[src/rtl/expipe_pkg.sv]
// Shared types for the execution-pipe load/store path: exception codes, satp modes
// and the payload/state types used by the address-translation stage.
package expipe_pkg;

    localparam int XLEN          = 64;
    localparam int SATP_MODE_LEN = 4;
    localparam int LDST_IDX_LEN  = 8;

    localparam logic [SATP_MODE_LEN-1:0] SATP_MODE_BARE = 4'd0;
    localparam logic [SATP_MODE_LEN-1:0] SATP_MODE_SV39 = 4'd8;

    typedef enum logic [1:0] {
        VADDER_NO_EXCEPT     = 2'd0,
        VADDER_ALIGN_EXCEPT  = 2'd1,
        VADDER_PAGE_EXCEPT   = 2'd2,
        VADDER_ACCESS_EXCEPT = 2'd3
    } except_code_t;

    // idx field width must match the stage's IDX_LEN parameter
    typedef struct packed {
        logic                     is_store;
        logic [XLEN-1:0]          vaddr;
        logic [LDST_IDX_LEN-1:0]  idx;
        except_code_t             except;
        logic [SATP_MODE_LEN-1:0] vm_mode;
    } xlate_entry_t;

    typedef enum logic [1:0] {
        IDLE,
        WAIT_RESP,
        FLUSH_DRAIN
    } xlate_state_t;

endpackage

[src/rtl/xlate_fifo.sv]
// Generic power-of-two FIFO with synchronous flush; the head entry is visible
// combinationally and a count register separates full from empty.
module xlate_fifo #(
    parameter int  DEPTH = 2,
    parameter type T     = logic
) (
    input  logic clk_i,
    input  logic rst_n_i,
    input  logic flush_i,
    input  logic push_i,
    input  T     data_i,
    input  logic pop_i,
    output T     head_o,
    output logic full_o,
    output logic empty_o
);

    localparam int PW = $clog2(DEPTH);

    T              mem [DEPTH];
    logic [PW-1:0] wr_ptr;
    logic [PW-1:0] rd_ptr;
    logic [PW:0]   count;
    logic          push_ok;
    logic          pop_ok;

    assign full_o  = (count == (PW+1)'(DEPTH));
    assign empty_o = (count == '0);
    assign push_ok = push_i & ~full_o;
    assign pop_ok  = pop_i & ~empty_o;
    assign head_o  = mem[rd_ptr];

    always_ff @(posedge clk_i or negedge rst_n_i) begin
        if (!rst_n_i) begin
            wr_ptr <= '0;
            rd_ptr <= '0;
            count  <= '0;
            for (int i = 0; i < DEPTH; i++) mem[i] <= '0;
        end else if (flush_i) begin
            wr_ptr <= '0;
            rd_ptr <= '0;
            count  <= '0;
        end else begin
            if (push_ok) begin
                mem[wr_ptr] <= data_i;
                wr_ptr      <= wr_ptr + 1'b1;
            end
            if (pop_ok) rd_ptr <= rd_ptr + 1'b1;
            if (push_ok && !pop_ok)      count <= count + 1'b1;
            else if (!push_ok && pop_ok) count <= count - 1'b1;
        end
    end

endmodule

[src/rtl/vaddr_xlate_stage.sv]
// Virtual-to-physical translation stage between the address adder and the LSBs.
// Optional: LEN5_XLATE_BARE_BYPASS_EN lets BARE-mode entries skip the data TLB.
//   state       | meaning
//   IDLE        | serve FIFO head: bypass to output or issue TLB request
//   WAIT_RESP   | request accepted, waiting for / holding the TLB response
//   FLUSH_DRAIN | flushed with a request outstanding; swallow its response
module vaddr_xlate_stage
    import expipe_pkg::*;
#(
    parameter int IDX_LEN    = LDST_IDX_LEN,
    parameter int FIFO_DEPTH = 2
) (
    input  logic                     clk_i,
    input  logic                     rst_n_i,
    input  logic                     flush_i,
    input  logic [SATP_MODE_LEN-1:0] vm_mode_i,
    input  logic                     vadd_valid_i,
    output logic                     vadd_ready_o,
    input  logic                     vadd_is_store_i,
    input  logic [XLEN-1:0]          vadd_vaddr_i,
    input  logic [IDX_LEN-1:0]       vadd_idx_i,
    input  except_code_t             vadd_except_i,
    output logic                     dtlb_valid_o,
    input  logic                     dtlb_ready_i,
    output logic [XLEN-1:0]          dtlb_vaddr_o,
    output logic                     dtlb_is_store_o,
    input  logic                     dtlb_valid_i,
    input  logic [XLEN-1:0]          dtlb_paddr_i,
    input  logic                     dtlb_pfault_i,
    input  logic                     dtlb_afault_i,
    output logic                     lsb_valid_o,
    input  logic                     lsb_ready_i,
    output logic                     lsb_is_store_o,
    output logic [IDX_LEN-1:0]       lsb_idx_o,
    output logic [XLEN-1:0]          lsb_paddr_o,
    output except_code_t             lsb_except_o
);

    xlate_state_t      state_q, state_d;
    xlate_entry_t      in_entry, head;
    logic              fifo_full, fifo_empty, pop;
    logic              out_free, head_bypass, dtlb_req, out_load;
    logic              resp_capture, resp_clear, outstanding;
    logic [XLEN-1:0]   out_paddr_d;
    except_code_t      out_except_d, tlb_except;

    logic              out_valid_q, out_is_store_q;
    logic [IDX_LEN-1:0] out_idx_q;
    logic [XLEN-1:0]   out_paddr_q;
    except_code_t      out_except_q;
    logic              resp_valid_q;
    logic [XLEN-1:0]   resp_paddr_q;
    except_code_t      resp_except_q;

    assign in_entry = '{is_store: vadd_is_store_i, vaddr: vadd_vaddr_i, idx: vadd_idx_i,
                        except: vadd_except_i, vm_mode: vm_mode_i};

    xlate_fifo #(
        .DEPTH (FIFO_DEPTH),
        .T     (xlate_entry_t)
    ) u_fifo (
        .clk_i   (clk_i),
        .rst_n_i (rst_n_i),
        .flush_i (flush_i),
        .push_i  (vadd_valid_i),
        .data_i  (in_entry),
        .pop_i   (pop),
        .head_o  (head),
        .full_o  (fifo_full),
        .empty_o (fifo_empty)
    );

    assign vadd_ready_o = ~fifo_full;
    assign out_free     = ~out_valid_q | lsb_ready_i;

`ifdef LEN5_XLATE_BARE_BYPASS_EN
    assign head_bypass = (head.except != VADDER_NO_EXCEPT) || (head.vm_mode == SATP_MODE_BARE);
`else
    assign head_bypass = (head.except != VADDER_NO_EXCEPT);
`endif

    // page fault wins over access fault
    assign tlb_except = dtlb_pfault_i ? VADDER_PAGE_EXCEPT :
                        dtlb_afault_i ? VADDER_ACCESS_EXCEPT : VADDER_NO_EXCEPT;

    always_comb begin
        state_d      = state_q;
        pop          = 1'b0;
        dtlb_req     = 1'b0;
        out_load     = 1'b0;
        out_paddr_d  = head.vaddr;
        out_except_d = head.except;
        resp_capture = 1'b0;
        resp_clear   = 1'b0;
        outstanding  = 1'b0;
        case (state_q)
            IDLE: begin
                if (!fifo_empty) begin
                    if (head_bypass) begin
                        if (out_free) begin
                            out_load = 1'b1;
                            pop      = 1'b1;
                        end
                    end else begin
                        dtlb_req = 1'b1;
                        if (dtlb_ready_i) state_d = WAIT_RESP;
                    end
                end
                outstanding = dtlb_req & dtlb_ready_i;
            end
            WAIT_RESP: begin
                if (resp_valid_q) begin
                    if (out_free) begin
                        out_load     = 1'b1;
                        out_paddr_d  = resp_paddr_q;
                        out_except_d = resp_except_q;
                        pop          = 1'b1;
                        resp_clear   = 1'b1;
                        state_d      = IDLE;
                    end
                end else if (dtlb_valid_i) begin
                    if (out_free) begin
                        out_load     = 1'b1;
                        out_paddr_d  = dtlb_paddr_i;
                        out_except_d = tlb_except;
                        pop          = 1'b1;
                        state_d      = IDLE;
                    end else begin
                        resp_capture = 1'b1;
                    end
                end
                outstanding = ~resp_valid_q & ~dtlb_valid_i;
            end
            FLUSH_DRAIN: begin
                if (dtlb_valid_i) state_d = IDLE;
                outstanding = ~dtlb_valid_i;
            end
            default: state_d = IDLE;
        endcase
        // a response that has already arrived (or arrives now) needs no draining
        if (flush_i) begin
            pop          = 1'b0;
            out_load     = 1'b0;
            resp_capture = 1'b0;
            state_d      = outstanding ? FLUSH_DRAIN : IDLE;
        end
    end

    always_ff @(posedge clk_i or negedge rst_n_i) begin
        if (!rst_n_i) state_q <= IDLE;
        else          state_q <= state_d;
    end

    always_ff @(posedge clk_i or negedge rst_n_i) begin
        if (!rst_n_i) begin
            out_valid_q    <= 1'b0;
            out_is_store_q <= 1'b0;
            out_idx_q      <= '0;
            out_paddr_q    <= '0;
            out_except_q   <= VADDER_NO_EXCEPT;
        end else if (flush_i) begin
            out_valid_q <= 1'b0;
        end else if (out_load) begin
            out_valid_q    <= 1'b1;
            out_is_store_q <= head.is_store;
            out_idx_q      <= head.idx;
            out_paddr_q    <= out_paddr_d;
            out_except_q   <= out_except_d;
        end else if (lsb_ready_i) begin
            out_valid_q <= 1'b0;
        end
    end

    always_ff @(posedge clk_i or negedge rst_n_i) begin
        if (!rst_n_i) begin
            resp_valid_q  <= 1'b0;
            resp_paddr_q  <= '0;
            resp_except_q <= VADDER_NO_EXCEPT;
        end else if (flush_i || resp_clear) begin
            resp_valid_q <= 1'b0;
        end else if (resp_capture) begin
            resp_valid_q  <= 1'b1;
            resp_paddr_q  <= dtlb_paddr_i;
            resp_except_q <= tlb_except;
        end
    end

    assign dtlb_valid_o    = dtlb_req;
    assign dtlb_vaddr_o    = head.vaddr;
    assign dtlb_is_store_o = head.is_store;
    assign lsb_valid_o     = out_valid_q;
    assign lsb_is_store_o  = out_is_store_q;
    assign lsb_idx_o       = out_idx_q;
    assign lsb_paddr_o     = out_paddr_q;
    assign lsb_except_o    = out_except_q;

endmodule
[config.mk]
export PLATFORM = sky130hd
export DESIGN_NAME = vaddr_xlate_stage
export DESIGN_NICKNAME = d
export VERILOG_FILES = /design/src/rtl/expipe_pkg.sv /design/src/rtl/xlate_fifo.sv /design/src/rtl/vaddr_xlate_stage.sv
export SDC_FILE = /design/constraint.sdc
export NUM_CORES = 1
export LEC_CHECK = 0
export BUFFER_PORTS_ARGS = -buffer_cell sky130_fd_sc_hd__buf_4
export CAP_MARGIN = 10
export CORE_UTILIZATION = 40
export DETAILED_ROUTE_END_ITERATION = 16
export PLACE_DENSITY_LB_ADDON = 0.08
export SLEW_MARGIN = 20
export SYNTH_ARGS = -nofsm -noshare
export SYNTH_HDL_FRONTEND = slang
export SYNTH_SLANG_ARGS = --single-unit
[constraint.sdc]
create_clock -name clk_i -period 3.7 [get_ports clk_i]
set_input_delay 0.37 -clock clk_i [delete_from_list [all_inputs] [get_ports clk_i]]
set_output_delay 0.37 -clock clk_i [all_outputs]
set_load 0.02 [all_outputs]
-- Yosys cells after proc, flatten, opt, wreduce, memory -nomap -nowiden
Cells that the tools add are included.
- flip-flop bits (word level): 307
- input port bits: 152
- output and inout port bits: 143
- logic and storage cells: 128
- $add $sub $neg: 4
- magnitude comparators: 3
- eq/ne operators: 8
- muxes and demuxes: 59
- bitwise gates (word level): 14
- reduce and logical (&&, ||, !) cells: 18
- operators by type and width (operator ; number):
    $mux W64 ; 5
    $mux W79 ; 4
    $bwmux W158 ; 1
    $demux W79 S1 ; 1
    $mux W2 ; 19
    $mux W1 ; 26
    $ne A3 B3 Y1 const B ; 4
    $reduce_bool A2 Y1 ; 4
    $not A1 Y1 ; 7
    $pmux W2 S3 ; 1
    $reduce_and A2 Y1 ; 3
    $reduce_bool A3 Y1 ; 2
    $reduce_and A5 Y1 ; 1
    $and A1 B1 Y1 ; 4
    $eq A2 B2 Y1 const B ; 2
    $ge A2 B2 Y1 const B ; 2
    $logic_not A2 Y1 ; 2
    $ne A4 B4 Y1 const B ; 1
    $not A1 Y2 ; 2
    $logic_and A1 B1 Y1 ; 3
    $pmux W1 S3 ; 1
    $add A1 B1 Y1 const B ; 2
    $add A2 B1 Y2 const B ; 1
    $eq A2 B1 Y1 const B ; 1
    other kinds (6) ; 7

-- Logic depth before layout (Yosys ltp)
Gate-level depths: netlist of the first run.
- word-level depth: 14
- mapped depth: 8
- gate-level depth less buffers: 5

-- Cells and area by module
From an unflattened synthesis of the first run, not the netlist that was laid out.
- cell total of the unflattened synthesis: 944
- area total of the unflattened synthesis: 13719.4 um2
- by module, submodules not included (module ; instances ; cells an instance ; area an instance (um2) ; seq. area each (um2)):
    xlate_fifo ; 1 ; 445 ; 7020.5 ; 4053.9
    vaddr_xlate_stage ; 1 ; 499 ; 6698.9 ; 3628.5

-- Worst setup path after synthesis of the first run
OpenSTA, ideal clock, no wires.
- path kind: flip-flop to flip-flop
- start: reg u_fifo.count[0]
- end: reg u_fifo.mem[114] in the netlist's numbering
- setup time: 125 ps
- arrival time: 1790 ps
- data required time: 3575 ps
- slack: 1785 ps
- cell stages (with the launch flop): 7
- path buffers: 2
- cells stage by stage: dfrtp_1 > nand2b_1 > nand2_1 > nor3_1 > buf_2 > buf_2 > mux2_2
- word-level cells in the longest chain between the ends: 4
- ends and longest elaborated chain (element ; line ; source):
    from (decl) ; xlate_fifo.sv:23 ; logic [PW:0] count;
    from (signal assigned) ; xlate_fifo.sv:49 ; if (push_ok && !pop_ok) count <= count + 1'b1;
    from (signal assigned) ; xlate_fifo.sv:50 ; else if (!push_ok && pop_ok) count <= count - 1'b1;
    $eq A2 B2 Y1 ; xlate_fifo.sv:27 ; assign full_o = (count == (PW+1)'(DEPTH));
    $not A1 Y1 ; - ;
    named net vadd_ready_o ; vaddr_xlate_stage.sv:18 ; output logic vadd_ready_o,
    $and A1 B1 Y1 ; xlate_fifo.sv:29 ; assign push_ok = push_i & ~full_o;
    $reduce_and A2 Y1 (no line) ; - ;
    to (signal, indexed assignment) ; xlate_fifo.sv:45 ; mem[wr_ptr] <= data_i;
    to (decl) ; xlate_fifo.sv:20 ; T mem [DEPTH];
The timed path passes the listed nets, and every way through them passes these cells.
A chain may end at the register's enable or synchronous reset.

-- Worst setup path in the final report of the first run
- start: reg u_fifo.rd_ptr
- end: out dtlb_vaddr_o[63]
- word-level cells in the longest chain between the ends: 4
- ends and longest elaborated chain (element ; line ; source):
    from (decl) ; xlate_fifo.sv:22 ; logic [PW-1:0] rd_ptr;
    from (signal assigned) ; xlate_fifo.sv:48 ; if (pop_ok) rd_ptr <= rd_ptr + 1'b1;
    $not A1 Y2 (implied by the code) ; xlate_fifo.sv:31 ; assign head_o = mem[rd_ptr];
    $mux W79 (implied by the code) (3 in a row) ; xlate_fifo.sv:31 ;
    to (decl) ; vaddr_xlate_stage.sv:25 ; output logic [XLEN-1:0] dtlb_vaddr_o,
Every way passes these cells. The select of a mux whose other input is x is not followed.

==> out/metrics.cfg, run 1 <==
[outcome]
outcome = completed

[sta]
tightest_slew_ns = 1.037
fin_tns_setup_ns = 0
fin_worst_skew_ns = 0.01674
slew_headroom_pct = 30.87
period_needed_ns = 2.887
final_hold_viol_count = 0
grt_setup_unrepaired = no
maxSlewViolCount = 0
period_share_pct = 78.03
setup_viol = 0
max_freq_ghz = 0.3464

[power_and_ir_drop]
p_leak_nw = 8.198
peakVddDrop_uv = 409.0
power_density_mw_per_mm2 = 824.9

[global_route]
grt_start_max_net_pins = 95
grt-ovfl-total = 0
antenna_found_initial = 4
grt_pass1_vias = 11378
track_usage_pct = 22.89
grt_pass1_wl_um = 67620

[die]
io_pins = 295
fp.coreArea_mm2 = 0.03591
start_util_pct = 41.04
fp.dieH_um = 194.0
die-area_mm2 = 0.03762
num_rows = 69
die_x_um = 194.0

[cells_and_area]
finalNetCount = 1630
layout_common_cells = buf_4, dfrtp_1, mux2_2, nor2_1, o21ai_0
final_cells = 1967
final_common_cell = buf_4
drive_gt1_share_pct = 47.97
final_area_mm2 = 0.01809
areaGrowthSynthToFinish_pct = 22.70

[critical_path]
worst_path_most_repeated_cell = buf_4
cpMaxStageDelayCell = dfrtp_4
worstSetupEndpointType = output pin
critPathMaxFanout = 36
start_kind = flip-flop
cp.arrival_ns = 2.52
crit_chain = buf_4 -> mux2_2 -> buf_4
cp.required_ns = 3.33
cpPeakStageDelay_ns = 0.83
path_class = flip-flop to output pin
crit_buf_inv = 2
critPathTopFamily = flip-flops

[detailed_routing]
dr.pass1.iters = 5
wl_um = 43020
first_iter_violations = 563
routed_via_density = 5.502
drc_errors = 0
ant_nets = 0
vias = 10822
avgRoutedWirePerCell_um = 21.87

[placement]
placed_area_mm2 = 0.01686
place_congestion = 0.7393
dp_cells = 1900
portBuffers = 290
place_hpwl_um = 26340

[synthesis]
ys_seq_area_share_pct = 50.76
synthArstFlopShare_pct = 100.0
avgSynthCellArea_um2 = 11.39
ys_seq_elements = 299
netlist_area_mm2 = 0.01474
synth.distinct_cells = 32
synthesis.nets = 1446
synth_edf_count = 0
syn-instance-count = 1294
ys.flop_type = dfrtp_1
ys_warn_count = 0

[run]
maxCapViolCount = 0

[clock_network]
clk_latency_ns = 0.52
clkTransAtPathRegs_ns = 0.06
root_buffer = clkbuf_16
cts_max_path_buffers = 3
cts_tree = built
h-tree-depth = 2
cts.sinks = 299
post_cts.repair.setup_buffers = 0
numCtsBuffers = 36

[hold_path]
hp-class = primary input to flip-flop

[stage by stage]
stage / hold slack (ns) / total power, W / worst slack, ns / util [%]
final: 0.09282 / 0.01492 / 0.8128 / 50.36
after detailed placement: 0.4615 / 0.01147 / 1.074 / 46.94
after CTS: 0.07055 / 0.01510 / 0.7216 / 50.34
after global placement: 0.4561 / 0.01134 / 1.131 / 46.94
after global routing: 0.07882 / 0.01578 / 0.7140 / 50.36
after floorplan: 0.07441 / 0.009610 / 1.785 / -
[path summary, 6_finish.rpt]
path                                   from               end  slack, ns  depth (start not counted)
max reg2reg                   u_fifo.rd_ptr    lsb_is_store_o       1.13                          6
min reg2reg                resp_except_q[1]  resp_except_q[1]       0.48                          2
max                           u_fifo.rd_ptr  dtlb_vaddr_o[63]       0.81                          3
min                        vadd_vaddr_i[51]    u_fifo.mem[65]       0.09                          2
min in group asynchronous           rst_n_i    u_fifo.mem[26]       0.48                          2
max in group asynchronous           rst_n_i  resp_paddr_q[34]       2.31                          3
[state kept, by name (all words and copies together) (netlist names)]
register and cells:
lsb_except_o 2, u_fifo.count 2, u_fifo.rd_ptr 1, resp_except_q 2, lsb_valid_o 1, u_fifo.mem 150, resp_paddr_q 64, lsb_is_store_o 1
lsb_paddr_o 64, resp_valid_q 1, u_fifo.wr_ptr 1, state_q 2, lsb_idx_o 8
[cell families after synthesis]
kind of cell,after synthesis,synth area share [%]
flops,299,50.76
compound gates,294,13.44
simple gates,234,6.901
buf+inv,175,6.689
xor+xnor,1,0.05943
mux,291,22.15
[synth_stat cells, types with 2 or more instances]
| cell type | number | area share [%] |
|---|---|---|
| dfrtp_1 | 299 | 51 |
| mux2_2 | 282 | 22 |
| nor2_1 | 139 | 3.5 |
| o21ai_0 | 87 | 3.0 |
| a21oi_1 | 70 | 2.4 |
| nor3_1 | 67 | 2.3 |
| o22ai_1 | 66 | 2.8 |
| buf_4 | 64 | 3.3 |
| clkbuf_1 | 60 | 1.5 |
| o31ai_2 | 50 | 4.2 |
| buf_2 | 35 | 1.2 |
| o31ai_1 | 15 | 0.76 |
| nand2_1 | 12 | 0.31 |
| buf_1 | 9 | 0.23 |
| mux2i_1 | 9 | 0.61 |
| buf_6 | 6 | 0.46 |
| nand2b_1 | 4 | 0.17 |
| nor2b_1 | 3 | 0.13 |
| a211oi_1 | 2 | 0.10 |
| a31oi_1 | 2 | 0.085 |
| nand4b_1 | 2 | 0.12 |
[final cells by class]
| cell class | count | area [um^2] |
|---|---|---|
| multi-input combinational | 820 | 6325 |
| tap | 461 | 576.8 |
| timing repair buffer | 320 | 2475 |
| antenna | 3 | 7.507 |
| fill | 3314 | 17830 |
| inverter | 1 | 3.754 |
| clock inverter | 7 | 71.32 |
| clock buffer | 56 | 1137 |
| sequential | 299 | 7490 |
[worst register-to-register path, delay by kind of cell (launching register included)]
family | cells | cell delay [ns]
buffers and inverters | 1 | 0.33
DFF | 1 | 0.72
AOI/OAI and AO/OA | 2 | 0.29
and+or+nand+nor | 2 | 0.77
muxes | 1 | 0.35
[power breakdown]
group | total [W] | switching [W] | internal, W
Clock | 0.00357 | 0.00139 | 0.00218
Combinational | 0.00630 | 0.00345 | 0.00284
Sequential | 0.00505 | 0.000626 | 0.00443
Total | 0.0149 | 0.00547 | 0.00945
[layer usage]
layer | part of all wire (%) | track usage (%) | vias up
met5 | 0 | 0 | -
met4 | 1.6 | 6.290 | 0
met3 | 6.8 | 5.236 | 50
met2 | 48 | 37.77 | 330
met1 | 44 | 30.13 | 5471
li1 | - | - | 4971
[what timing repair did]
item | 4_1_cts | 5_1_grt
hold buffers | 1 | 0
gates resized for setup | 0 | 0
endpoints found under the hold margin | 87 | 0
No activity file was read; power rests on OpenSTA's default activity.
==> run 2: changes to the inputs <==
--- a/config.mk
+++ b/config.mk
@@ -5,6 +5,7 @@
 export SDC_FILE = /design/constraint.sdc
 export NUM_CORES = 1
 export LEC_CHECK = 0
+export ABC_AREA = 1
 export BUFFER_PORTS_ARGS = -buffer_cell sky130_fd_sc_hd__buf_4
 export CAP_MARGIN = 10
 export CORE_UTILIZATION = 40
==> constraint.sdc (replaced) <==
create_clock -name clk_i -period 2.4 [get_ports clk_i]
set_input_delay 0.24 -clock clk_i [delete_from_list [all_inputs] [get_ports clk_i]]
set_output_delay 0.24 -clock clk_i [all_outputs]
set_load 0.02 [all_outputs]
==> run 2 against run 1 <==
  * Combinational power grew 68%
  * Sequential share of layout area shrank 2.4 points
  * Clock power grew 55%
  * Synthesized area shrank 2.1%
  * Critical path depth grew 1
  * Sequential power grew 64%
  * Final area grew 6.1%
  * Count of clock-buffer cells in the layout grew 5
  * Hold slack lost 0.083 ns
  * Utilization grew 3.7 points
  * Global-route usage grew 1.5 points
  * Wire length grew 5.2%
  * Critical endpoint is now dtlb_vaddr_o[21]
  * Largest cell class unchanged
==> out/metrics.cfg, run 2 <==
[detailed_routing]
avgRoutedWirePerCell_um = 17.65  ; -19%
wl_um = 45250  ; +5.2%
drc_errors = 0  ; unchanged
dr.pass1.iters = 5  ; unchanged
first_iter_violations = 1027  ; +82%
dr.max_layer_used = met5
wl_met3_um = 2820  ; -2.9%
ant_nets = 0  ; unchanged
vias = 12796  ; +18%
wl_met1_um = 22240  ; +19%
routed_via_density = 4.991  ; -9.3%
route.met2.wl_um = 19300  ; -6.6%

[die]
num_rows = 69  ; unchanged
start_util_pct = 40.65  ; -0.39 points
fp.coreArea_mm2 = 0.03548  ; -1.2%
die_x_um = 191.9  ; -1.1%
io_pins = 295  ; unchanged
die-area_mm2 = 0.03682  ; -2.1%
fp.dieH_um = 191.9  ; -1.1%

[clock_network]
cts_max_path_buffers = 3  ; unchanged
cts.sinks = 299  ; unchanged
numCtsBuffers = 37  ; +2.8%
clkTransAtPathRegs_ns = 0.06  ; about the same
clk_latency_ns = 0.52  ; about the same
cts_tree = built
root_buffer = clkbuf_16
h-tree-depth = 2  ; unchanged

[critical_path]
ff2ff_setup_slack_ns = 0.38  ; -0.75 ns
worstSetupEndpointType = output pin
cp.arrival_ns = 2.06  ; -0.46 ns
cp.required_ns = 2.16  ; -1.17 ns
start_kind = flip-flop
path_class = flip-flop to output pin
critPathMaxFanout = 69  ; +92%

[synthesis]
synthMostInstantiatedCell = nand2_1
yosysTopAreaCell = dfrtp_1
netlist_area_mm2 = 0.01442  ; -2.1%
syn-instance-count = 1753  ; +35%
ys_seq_area_share_pct = 51.87  ; +1.1 points
avgSynthCellArea_um2 = 8.228  ; -28%
ys.flop_type = dfrtp_1
synthesis.nets = 1905  ; +32%
ys_seq_elements = 299  ; unchanged
yosysTopAreaCellShare_pct = 51.87  ; +1.1 points
yosys-top-cells-area = dfrtp_1, nand2_1, o21ai_0
synthArstFlopShare_pct = 100.0  ; unchanged
synth_edf_count = 0  ; unchanged
synthTopCellsByCount = nand2_1, dfrtp_1, o21ai_0, inv_1, nand3_1
ys_warn_count = 0  ; unchanged
synth.distinct_cells = 37  ; +16%

[sta]
fin_worst_skew_ns = 0.01078  ; -0.005968 ns
final.setup.worst_slack_ns = 0.09988  ; -0.7129 ns
max_freq_ghz = 0.4348
period_share_pct = 95.84
maxSlewViolCount = 0  ; unchanged
setup_viol = 0  ; unchanged
tightest_slew_ns = 1.072  ; +0.03488 ns
slew_headroom_pct = 28.55  ; -2.3 points
grt_setup_unrepaired = no
fin_tns_setup_ns = 0  ; unchanged
period_needed_ns = 2.300
final_hold_viol_count = 0  ; unchanged

[global_route]
grt_pass1_wl_um = 69100  ; +2.2%
grt_pass1_vias = 11883  ; +4.4%
track_usage_pct = 24.42  ; +1.5 points
antenna_found_initial = 2  ; -2
grt-ovfl-total = 0  ; unchanged
grt_start_max_net_pins = 151  ; +59%

[cells_and_area]
largest_reg_flops = 150  ; unchanged
finalNetCount = 2227  ; +37%
layout_common_cells = nand2_1, buf_4, dfrtp_1, o21ai_0, inv_1
top_register = u_fifo.mem
drive_gt1_share_pct = 22.03  ; -26 points
final_common_cell = nand2_1
areaGrowthSynthToFinish_pct = 33.01
post-route-util_pct = 54.07  ; +3.7 points

[placement]
portBuffers = 290  ; unchanged
place_congestion = 0.8791  ; +19%
place_hpwl_um = 30310  ; +15%
pre_cts_ws_ns = 0.3117  ; -0.7625 ns

[run]
maxCapViolCount = 0  ; unchanged

[power_and_ir_drop]
p_leak_nw = 9.610  ; +17%
power_density_mw_per_mm2 = 1271  ; +54%
peakVddDrop_uv = 705.7  ; +73%

[hold_path]
hp-class = primary input to flip-flop

[outcome]
outcome = completed

run 2: cell types whose count changed after synthesis, moves of 64 or more:
cell / before / now
nor2_1: 139 / 69
nand2_1: 12 / 572
nor3_1: 67 / 1
mux2_2: 282 / 0
o21ai_0: 87 / 232
nand3_1: 1 / 88
o22ai_1: 66 / 2
inv_1: 1 / 160
run 2: area by class of cell:
class / instances / area (um^2)
clock inverters: 5 / 53.80
clock buffers: 61 / 1159
multi-input cells: 1111 / 5324
fillers: 3376 / 16300
repair buffers: 460 / 3953
diodes: 1 / 2.502
well taps: 461 / 576.8
flip-flops and latches: 299 / 7486
inverters: 166 / 630.6
run 2: through the flow:
| step | total power (W) | std cells | hold slack, ns | area, um^2 |
|---|---|---|---|---|
| 2_1_floorplan | 0.01500 | 1753 | -0.05559 | 14420 |
| 3_3_place_gp | 0.01847 | 2379 | 0.2358 | 16770 |
| 3_5_place_dp | 0.01868 | 2379 | 0.2335 | 16770 |
| 4_1_cts | 0.02446 | 2560 | 0.001432 | 19140 |
| 5_1_grt | 0.02595 | 2564 | 0.006914 | 19180 |
| 6_report | 0.02438 | 2564 | 0.01014 | 19180 |
run 2: cell families (layout without fill, tap and decap cells):
| family | count (synthesis) | count (layout) | synth area share [%] |
|---|---|---|---|
| simple gates | 757 | 757 | 21.11 |
| compound gates | 353 | 353 | 15.48 |
| buf+inv | 343 | 692 | 11.48 |
| flops | 299 | 299 | 51.87 |
| xor+xnor | 1 | 1 | 0.06073 |
| other cells | 0 | 1 | 0 |
run 2: critical path, stage by stage (launching register included):
cell     delay, ns
dfrtp_4       0.55
buf_12        0.21
o21ai_0       0.42
inv_1         0.11
buf_4         0.18
run 2: final timing paths:
path / startpoint / end / depth (start not counted)
max: u_fifo.rd_ptr / dtlb_vaddr_o[21] / 4
min: vadd_vaddr_i[34] / u_fifo.mem[48] / 3
max reg2reg: state_q[0] / resp_paddr_q[32] / 7
min reg2reg: resp_paddr_q[19] / resp_paddr_q[19] / 2
max in group asynchronous: rst_n_i / u_fifo.mem[46] / 3
min in group asynchronous: rst_n_i / resp_paddr_q[5] / 2
run 2: per-layer routing:
| metal | vias up | GRT usage [%] |
|---|---|---|
| li1 | 6220 | - |
| met1 | 6120 | 37.74 |
| met2 | 399 | 35.41 |
| met3 | 55 | 3.837 |
| met4 | 2 | 5.769 |
| met5 | - | 0 |
run 2: where the power goes:
part / leakage [nW] / internal (W) / switching (W)
registers: 3.69 / 0.00714 / 0.00112
logic: 5.32 / 0.00410 / 0.00648
clock network: 0.597 / 0.00339 / 0.00215
total: 9.61 / 0.0146 / 0.00975
run 2: what timing repair did:
action | in CTS | in global routing
endpoints found under the hold margin | 193 | 0
hold buffers | 115 | 0
buffers inserted | 0 | 3
resized for setup | 8 | 15
setup endpoints to repair | 24 | 26
==> run 3: changes to the inputs <==
==> constraint.sdc (replaced) <==
create_clock -name clk_i -period 2.2 [get_ports clk_i]
set_input_delay 0.22 -clock clk_i [delete_from_list [all_inputs] [get_ports clk_i]]
set_output_delay 0.22 -clock clk_i [all_outputs]
set_load 0.02 [all_outputs]
==> run 3 against run 2 <==
  * Sequential power increased by 9.2%
  * Non-clock buffer count grew 24
  * Setup slack got worse by 0.093 ns
  * Via count rose by 0.21%
  * Critical path type unchanged
  * Largest power group unchanged
==> out/metrics.cfg, run 3 (synthesis results as in run 2) <==
[outcome]
outcome = completed

[global_route]
grt_pass1_wl_um = 69470  ; +0.53%
antenna_found_initial = 0  ; -2
track_usage_pct = 24.58  ; +0.15 points
grt-ovfl-total = 0  ; unchanged
grt_start_max_net_pins = 85  ; -44%
grt_pass1_vias = 12178  ; +2.5%

[detailed_routing]
routed_via_density = 4.968  ; -0.45%
dr.pass1.iters = 6  ; +1
avgRoutedWirePerCell_um = 17.50  ; -0.83%
first_iter_violations = 883  ; -14%
ant_nets = 0  ; unchanged
wl_um = 45170  ; -0.17%
drc_errors = 0  ; unchanged
vias = 12823  ; +0.21%

[sta]
maxSlewViolCount = 0  ; unchanged
period_needed_ns = 2.193
slew_headroom_pct = 44.89  ; +16 points
final_hold_viol_count = 0  ; unchanged
grt_setup_unrepaired = yes
period_share_pct = 99.69
tightest_slew_ns = 0.8267  ; -0.2451 ns
setup_viol = 0  ; unchanged
fin_worst_skew_ns = 0.01175  ; +0.0009716 ns
fin_tns_setup_ns = 0  ; unchanged
max_freq_ghz = 0.4559
final.setup.worst_slack_ns = 0.006743  ; -0.09314 ns

[cells_and_area]
areaGrowthSynthToFinish_pct = 34.24
layout_common_cells = nand2_1, buf_4, dfrtp_1, o21ai_0, inv_1
drive_gt1_share_pct = 22.55  ; +0.52 points
n_antenna_cell = 0  ; -1
final_cells = 2581  ; +0.66%
final_area_mm2 = 0.01936  ; +0.93%
largest_reg_flops = 150  ; unchanged
top_register = u_fifo.mem
finalNetCount = 2250  ; +1.0%
fill_cells = 3371  ; -0.15%
post-route-util_pct = 54.57  ; +0.50 points
final_common_cell = nand2_1

[critical_path]
worstReg2RegStart = u_fifo.rd_ptr
crit_start = u_fifo.rd_ptr
cp.arrival_ns = 1.97  ; -0.09 ns
critPathMaxFanout = 16  ; -77%
cp.required_ns = 1.98  ; -0.18 ns
path_class = flip-flop to output pin
start_kind = flip-flop
worstSetupEndpointType = output pin

[die]
fp.dieH_um = 191.9  ; unchanged
die_x_um = 191.9  ; unchanged
num_rows = 69  ; unchanged
io_pins = 295  ; unchanged
fp.coreArea_mm2 = 0.03548  ; unchanged
start_util_pct = 40.65  ; unchanged
die-area_mm2 = 0.03682  ; unchanged

[hold_path]
hp-start = vadd_vaddr_i[12]
hp-class = primary input to flip-flop

[placement]
portBuffers = 290  ; unchanged
place_congestion = 0.8831  ; +0.46%
pre_cts_ws_ns = 0.1471  ; -0.1647 ns
dp_cells = 2391  ; +0.50%
placed_area_mm2 = 0.01686  ; +0.54%
place_hpwl_um = 30590  ; +0.92%

[clock_network]
cts_tree = built
clkTransAtPathRegs_ns = 0.06  ; about the same
clk_latency_ns = 0.51  ; about the same
cts.sinks = 299  ; unchanged
numCtsBuffers = 36  ; -2.7%
h-tree-depth = 2  ; unchanged
cts_max_path_buffers = 3  ; unchanged
root_buffer = clkbuf_16

[run]
maxCapViolCount = 0  ; unchanged

[power_and_ir_drop]
power_density_mw_per_mm2 = 1369  ; +7.7%
p_leak_nw = 9.709  ; +1.0%
peakVddDrop_uv = 695.9  ; -1.4%

run 3: cell count changes in the layout (fill, tap and decap cells not counted), sizes merged:
cell,previous run,this run
buf,345,359
clkbuf,61,56
clkinv,5,6
diode,1,0
dlygate4sd3,115,124
inv,165,164
run 3: timing repair:
action | 4_1_cts | 5_1_grt
hold buffers | 124 | 0
endpoints found under the hold margin | 228 | 0
endpoints found under the setup margin | 56 | 18
resized for setup | 23 | 9
pin swaps | 1 | 1
gates cloned | 0 | 1
buffers inserted | 4 | 1
run 3: per-layer routing:
layer	part of all wire, %	GRT usage [%]
met1	49	37.78
met2	43	35.68
met3	6.4	3.673
met4	2.1	6.441
met5	0	0
run 3: worst paths after layout:
path / cells after the start / to / slack, ns
setup / recovery: 7 / dtlb_vaddr_o[59] / 0.007
hold / removal: 3 / u_fifo.mem[26] / 0.006
setup reg to reg: 11 / lsb_paddr_o[59] / 0.18
hold reg to reg: 2 / resp_paddr_q[2] / 0.47
max in group asynchronous: 3 / u_fifo.mem[55] / 1.14
min in group asynchronous: 2 / resp_paddr_q[5] / 0.20
run 3: stage by stage:
stage / power [W] / hold WS (ns)
global placement: 0.02025 / 0.1469
finish: 0.02651 / 0.005683
CTS: 0.02663 / 0.00009981
floorplan: 0.01637 / -0.07559
detailed placement: 0.02046 / 0.1469
global route: 0.02829 / 0.01013
run 3: worst max-delay path, stage by stage, from the launching register on:
cell,delay [ns]
dfrtp_4,0.48
inv_8,0.09
buf_12,0.16
or2_2,0.26
o21ai_0,0.07
buf_4,0.16
inv_1,0.08
buf_4,0.16
run 3: cell type report:
cell class | count | area (um^2) | area share, %
Tap cell | 461 | 576.8 | 2.979
Timing Repair Buffer | 484 | 4188 | 21.63
Inverter | 166 | 633.1 | 3.270
Multi-Input combinational cell | 1111 | 5345 | 27.61
Clock inverter | 5 | 50.05 | 0.2585
Clock buffer | 55 | 1084 | 5.596
Sequential cell | 299 | 7486 | 38.66
run 3: power by group:
part           internal (W)  switching, W
registers           0.00779       0.00123
logic               0.00464       0.00708
clock network       0.00349       0.00228
